===== src/rtl/ray_gen.sv =====
// Primary-ray generator: walks a WIDTH x HEIGHT frame in raster order and emits one
// (origin, direction) ray per pixel, forming directions incrementally with adders only.
module ray_gen #(
    parameter int unsigned WIDTH  = 640,
    parameter int unsigned HEIGHT = 480,
    parameter int unsigned XW     = (WIDTH > 1) ? $clog2(WIDTH) : 1,
    parameter int unsigned YW     = (HEIGHT > 1) ? $clog2(HEIGHT) : 1
) (
    input  logic                          i_clk,
    input  logic                          i_rstn,
    input  logic                          i_start,
    input  logic signed [2:0][31:0]       i_eye,
    input  logic signed [2:0][31:0]       i_dir00,
    input  logic signed [2:0][31:0]       i_du,
    input  logic signed [2:0][31:0]       i_dv,
    output logic signed [1:0][2:0][31:0]  o_ray,
    output logic [XW-1:0]                 o_px_x,
    output logic [YW-1:0]                 o_px_y,
    output logic                          o_last,
    output logic                          o_valid,
    input  logic                          i_ready,
    output logic                          o_busy,
    output logic                          o_done,
    output logic                          o_overflow
);

    localparam logic [XW-1:0] X_MAX    = XW'(WIDTH - 1);
    localparam logic [YW-1:0] Y_MAX    = YW'(HEIGHT - 1);
    localparam logic          ONE_COL  = (WIDTH == 1);
    localparam logic          ONE_PIX  = (WIDTH == 1) && (HEIGHT == 1);

    typedef enum logic [0:0] {StIdle, StRun} state_e;

    state_e state_q, state_d;

    logic [2:0][31:0] eye_q, eye_d;
    logic [2:0][31:0] du_q, du_d;
    logic [2:0][31:0] dv_q, dv_d;
    logic [2:0][31:0] dir_q, dir_d;
    logic [2:0][31:0] row_dir_q, row_dir_d;
    logic [XW-1:0]    x_q, x_d;
    logic [YW-1:0]    y_q, y_d;
    logic             last_q, last_d;
    logic             done_q, done_d;
    logic             ovf_q, ovf_d;

    logic [2:0][31:0] step_x, step_y;
    logic [2:0]       ovf_x, ovf_y;
    logic [XW-1:0]    x_inc;
    logic [YW-1:0]    y_inc;
    logic             xfer;

    assign xfer  = (state_q == StRun) && i_ready;
    assign x_inc = x_q + XW'(1);
    assign y_inc = y_q + YW'(1);

    // Signed overflow: operands share a sign and the wrapped sum does not.
    always_comb begin
        step_x = '0;
        step_y = '0;
        ovf_x  = '0;
        ovf_y  = '0;
        for (int i = 0; i < 3; i++) begin
            step_x[i] = dir_q[i] + du_q[i];
            step_y[i] = row_dir_q[i] + dv_q[i];
            ovf_x[i]  = (dir_q[i][31] == du_q[i][31]) && (step_x[i][31] != dir_q[i][31]);
            ovf_y[i]  = (row_dir_q[i][31] == dv_q[i][31]) && (step_y[i][31] != row_dir_q[i][31]);
        end
    end

    always_ff @(posedge i_clk) begin
        if (!i_rstn) begin
            state_q <= StIdle;
        end else begin
            state_q <= state_d;
        end
    end

    always_comb begin
        state_d = state_q;
        unique case (state_q)
            StIdle:  if (i_start) state_d = StRun;
            StRun:   if (xfer && last_q) state_d = StIdle;
            default: state_d = StIdle;
        endcase
    end

    always_comb begin
        eye_d     = eye_q;
        du_d      = du_q;
        dv_d      = dv_q;
        dir_d     = dir_q;
        row_dir_d = row_dir_q;
        x_d       = x_q;
        y_d       = y_q;
        last_d    = last_q;
        ovf_d     = ovf_q;
        done_d    = 1'b0;
        unique case (state_q)
            StIdle: begin
                if (i_start) begin
                    eye_d     = i_eye;
                    du_d      = i_du;
                    dv_d      = i_dv;
                    dir_d     = i_dir00;
                    row_dir_d = i_dir00;
                    x_d       = '0;
                    y_d       = '0;
                    ovf_d     = 1'b0;
                    last_d    = ONE_PIX;
                end
            end
            StRun: begin
                if (xfer) begin
                    if (last_q) begin
                        done_d = 1'b1;
                        last_d = 1'b0;
                    end else if (x_q == X_MAX) begin
                        x_d       = '0;
                        y_d       = y_inc;
                        row_dir_d = step_y;
                        dir_d     = step_y;
                        ovf_d     = ovf_q | (|ovf_y);
                        last_d    = ONE_COL && (y_inc == Y_MAX);
                    end else begin
                        x_d    = x_inc;
                        dir_d  = step_x;
                        ovf_d  = ovf_q | (|ovf_x);
                        last_d = (x_inc == X_MAX) && (y_q == Y_MAX);
                    end
                end
            end
            default: ;
        endcase
    end

    always_ff @(posedge i_clk) begin
        if (!i_rstn) begin
            eye_q     <= '0;
            du_q      <= '0;
            dv_q      <= '0;
            dir_q     <= '0;
            row_dir_q <= '0;
            x_q       <= '0;
            y_q       <= '0;
            last_q    <= 1'b0;
            done_q    <= 1'b0;
            ovf_q     <= 1'b0;
        end else begin
            eye_q     <= eye_d;
            du_q      <= du_d;
            dv_q      <= dv_d;
            dir_q     <= dir_d;
            row_dir_q <= row_dir_d;
            x_q       <= x_d;
            y_q       <= y_d;
            last_q    <= last_d;
            done_q    <= done_d;
            ovf_q     <= ovf_d;
        end
    end

    always_comb begin
        o_valid    = (state_q == StRun);
        o_busy     = (state_q == StRun);
        o_done     = done_q;
        o_overflow = ovf_q;
        o_last     = last_q;
        o_ray[1]   = eye_q;
        o_ray[0]   = dir_q;
        o_px_x     = x_q;
        o_px_y     = y_q;
    end

endmodule


===== config.mk =====
export PLATFORM = sky130hd
export DESIGN_NAME = ray_gen
export DESIGN_NICKNAME = d
export VERILOG_FILES = /design/src/rtl/ray_gen.sv
export SDC_FILE = /design/constraint.sdc
export NUM_CORES = 2
export LEC_CHECK = 0
export CORE_AREA = 2 2 233 235
export CTS_BUF_LIST = sky130_fd_sc_hd__clkbuf_2 sky130_fd_sc_hd__clkbuf_4 sky130_fd_sc_hd__clkbuf_8
export DETAILED_ROUTE_END_ITERATION = 8
export DIE_AREA = 0 0 235 237
export GPL_TIMING_DRIVEN = 0
export PLACE_DENSITY = 0.94
export SLEW_MARGIN = 20
export SYNTH_ARGS = -nofsm -noshare
export SYNTH_HDL_FRONTEND = slang
export SYNTH_SLANG_ARGS = --single-unit

===== constraint.sdc =====
create_clock -name i_clk -period 7.9 [get_ports i_clk]
set_clock_uncertainty 0.15 [all_clocks]
set_input_delay 0.79 -clock i_clk [delete_from_list [all_inputs] [get_ports i_clk]]
set_output_delay 0.79 -clock i_clk [all_outputs]
set_load 0.05 [all_outputs]

==> metrics.md <==
| Metric | Value |
|---|---|
| IO Pins | 604 |
| R2R Setup Slk | 2.92 ns |
| Hold Path End | o_ray[119]$_SDFFE_PN0P_ |
| Fin nets | 5007 |
| Final core occ | 69.9% |
| CP endpoint kind | flop |
| Count leader, synth | nand2_1 |
| Leading area contributor after synthesis | dfxtp_1 |
| Post-synth EDFFs | 0 |
| Crit path from | o_px_x[0]$_SDFFE_PN0P_ |
| Max stage delay on crit path | 0.94 ns |
| Worst-Skew Late Latency | 0.73 ns |
| Die X | 235 um |
| Final hold viol count | 0 |
| Core ar. | 53300 sq um |
| Fin crit period | 4.98 ns |
| Residual DRC count | 0 |
| Leakage | 15.2 nW |
| Worst relative slew slack | 13.9% |
| Syn avg cell area | 7.60 sq um |
| Synthesized flop and latch total | 503 |
| Number of buffers added on ports | 603 |
| Slew @ Worst Pin | 1.29 ns |
| Crit-path cells | ha_1 > and3_1 > and3_1 > nand2_1 > nor3_1 > clkbuf_1 > clkbuf_1 > clkbuf_1 > nand3_1 > o21ai_0 > a21oi_1 |
| GRT overflow | 0 |
| Post-synth top area share | 35.5% |
| Sink Count | 503 |
| FMAX | 201 MHz |
| Most used flip-flop cell after synthesis | dfxtp_1 |
| Post-synth top cells | nand2_1, a21oi_1, dfxtp_1 |
| Vias per cell | 6.50 |
| Most used cell, CP | clkbuf_1 |
| Tcrit/Tclk final | 63.0% |
| Post-CTS Setup Inserts | 0 |
| # fillers | 4283 |
| Critical Path RT | 8.33 ns |
| GRT Total Usage | 50.3% |
| Pre-CTS setup slack | 3.27 ns |
| Share of layout cells above drive strength 1 | 4.45% |
| Final setup vio count | 0 |
| Initial antenna violation count | 15 |
| Top post-synthesis cells by area | dfxtp_1, a21oi_1, nand2_1, ha_1, o21ai_0 |
| CTS max path bufs | 3 |
| Die area | 55700 sq um |
| Via count of the first global-routing pass | 32585 |
| CP max FO | 10 |
| Area Overhead vs Synth | 31.4% |
| Crit path kind | reg -> reg |
| Post-Syn Nets | 4313 |
| Max VDD drop | 0.169 mV |
| Post-Syn Area | 28300 sq um |
| Unrepaired setup endpoints after global routing | no |
| Cell variety after synth | 74 |
| TritonCTS clock tree | yes |
| Critical R2R Launch | o_px_x[0]$_SDFFE_PN0P_ |
| Max_cap viols | 0 |
| CTS H-tree lvls | 3 |
| Pre-antenna DRT Iters | 8 |
| R2R cell count | 11 |
| Status | complete, no violations |
| Clock transition at path regs | 0.07 ns |
| Sequential element share of the synthesized area | 35.5% |
| Via Count | 33775 |
| Syn. warnings | 0 |
| Clock root buffer | clkbuf_8 |
| Power per cell area | 204 nW/um^2 |
| DPL Wire Length | 110000 um |
| CP arrival | 5.41 ns |
| WL per Instance | 28.0 um |
| PostCTS Resize Cnt | 0 |
| DIE HEIGHT | 237 um |
| # rows | 85 |
| Critical Path Slowest Stage Cell | clkbuf_1 |
| First-pass GRT wire length | 206000 um |
| Setup TNS Final | 0 ns |
| Syn Inst Count | 3730 |
| WL final | 145000 um |
| Slew Limit Fails | 0 |
| Initial Utilization | 53.2% |
| Asr flop ratio synth | 0% |
| Hold-fix buffers at CTS | 0 |
| Final Wtd Congestion | 1.09 |
| Hold wc startpoint | o_ray[119]$_SDFFE_PN0P_ |
| CTS buffer count | 87 |
| Min-delay worst type | reg -> reg |
| Worst hold path stage count | 2 |
| Setup WS post-layout | 2.92 ns |
| Critical path startpoint category | flop |
| RR Endpoint | row_dir_q[36]$_SDFFE_PN0P_ |
| Largest net degree at the start of global routing | 13 |
| Final ANT Viol Nets | 0 |
| Starting DRT DRC Count | 4026 |
[where the power goes]
group / leakage, nW / switching [W] / internal (W) / total [W]
Sequential: 4.13 / 0.000184 / 0.00271 / 0.00289
Clock: 1.02 / 0.00122 / 0.00149 / 0.00271
Combinational: 10.1 / 0.00130 / 0.000702 / 0.00200
[worst max-delay path, delay by kind of cell, from the launching register on]
family / cells / cell delay [ns]
simple gates: 5 / 1.23
flops: 1 / 0.42
fa+ha+maj: 1 / 0.26
compound gates: 2 / 0.23
buf+inv: 3 / 2.54
[worst max path at each step]
| stage | to |
|---|---|
| after detailed placement | row_dir_q[71]$_SDFFE_PN0P_ |
| after floorplan | o_ray[20]$_SDFFE_PN0P_ |
| after global routing | row_dir_q[51]$_SDFFE_PN0P_ |
| after global placement | row_dir_q[71]$_SDFFE_PN0P_ |
| after CTS | row_dir_q[36]$_SDFFE_PN0P_ |
| final | row_dir_q[36]$_SDFFE_PN0P_ |
[metal layers]
layer  GRT usage (%)  up-vias  wire [um]  share of wire (%)
met5               0        -         62              0.043
met3            18.6      823      19100                 13
met2            76.8     2530      62000                 43
li1                -    14670          -                  -
met4            40.3       10      14200                9.8
met1            56.4    15742      50000                 34
[cells by family (layout without fill, tap and decap cells)]
group	count (synthesis)	count (layout)	synth area share, %
buf+inv	269	1029	3.59
simple gates	1313	1313	19.4
mux	10	10	0.358
other cells	0	12	0
compound gates	1266	1266	27.0
xor+xnor	174	174	5.38
flops	503	503	35.5
fa+ha+maj	195	195	8.77
[per-stage QoR]
stage	cell area, sq um	std cells	power (W)	hold WS (ns)
global route	37200	5190	0.00776	0.316
detailed placement	35300	5029	0.00482	0.296
global placement	35300	5029	0.00480	0.291
finish	37200	5198	0.00760	0.302
floorplan	28300	3730	0.00396	0.286
CTS	37200	5184	0.00746	0.303
[registers in the layout, indices dropped and copies added (netlist names), 9 cells and up]
| name | count |
|---|---|
| o_px_x | 10 |
| dv_q | 96 |
| du_q | 96 |
| row_dir_q | 96 |
| o_px_y | 9 |
| o_ray | 192 |
[placed cells by master, fill, tap and decap left out, types with 18 or more instances in the layout]
master           instances
a31oi_1                 43
nand2_1                794
inv_1                   46
o21ai_0                215
nand3_1                 46
a221oi_1                44
clkbuf_1               207
o21bai_1                19
a211oi_1                29
nand2b_1                19
xor2_1                  73
dfxtp_1                503
clkbuf_8               108
nand4_1                 18
a21oi_1                607
clkdlybuf4s50_1        603
nor2_1                 260
a21o_1                  85
nor2b_1                 23
nor3_1                  38
clkbuf_4                19
o21a_1                  38
o22ai_1                 28
o211ai_1                26
xnor2_1                 99
ha_1                   189
and3_1                  60
[cell type report]
cell class              count  area (sq um)  area share [%]
inverters                  47           176           0.474
clock inverters            28           292           0.783
multi-input cells        2958         17300            46.4
well taps                 696           871            2.34
repair buffers            605          6060            16.3
plain buffers             222           847            2.27
flip-flops and latches    503         10100            27.0
diodes                     12          30.0          0.0806
clock buffers             127          1630            4.37
Power figures use the tool's default switching activity.
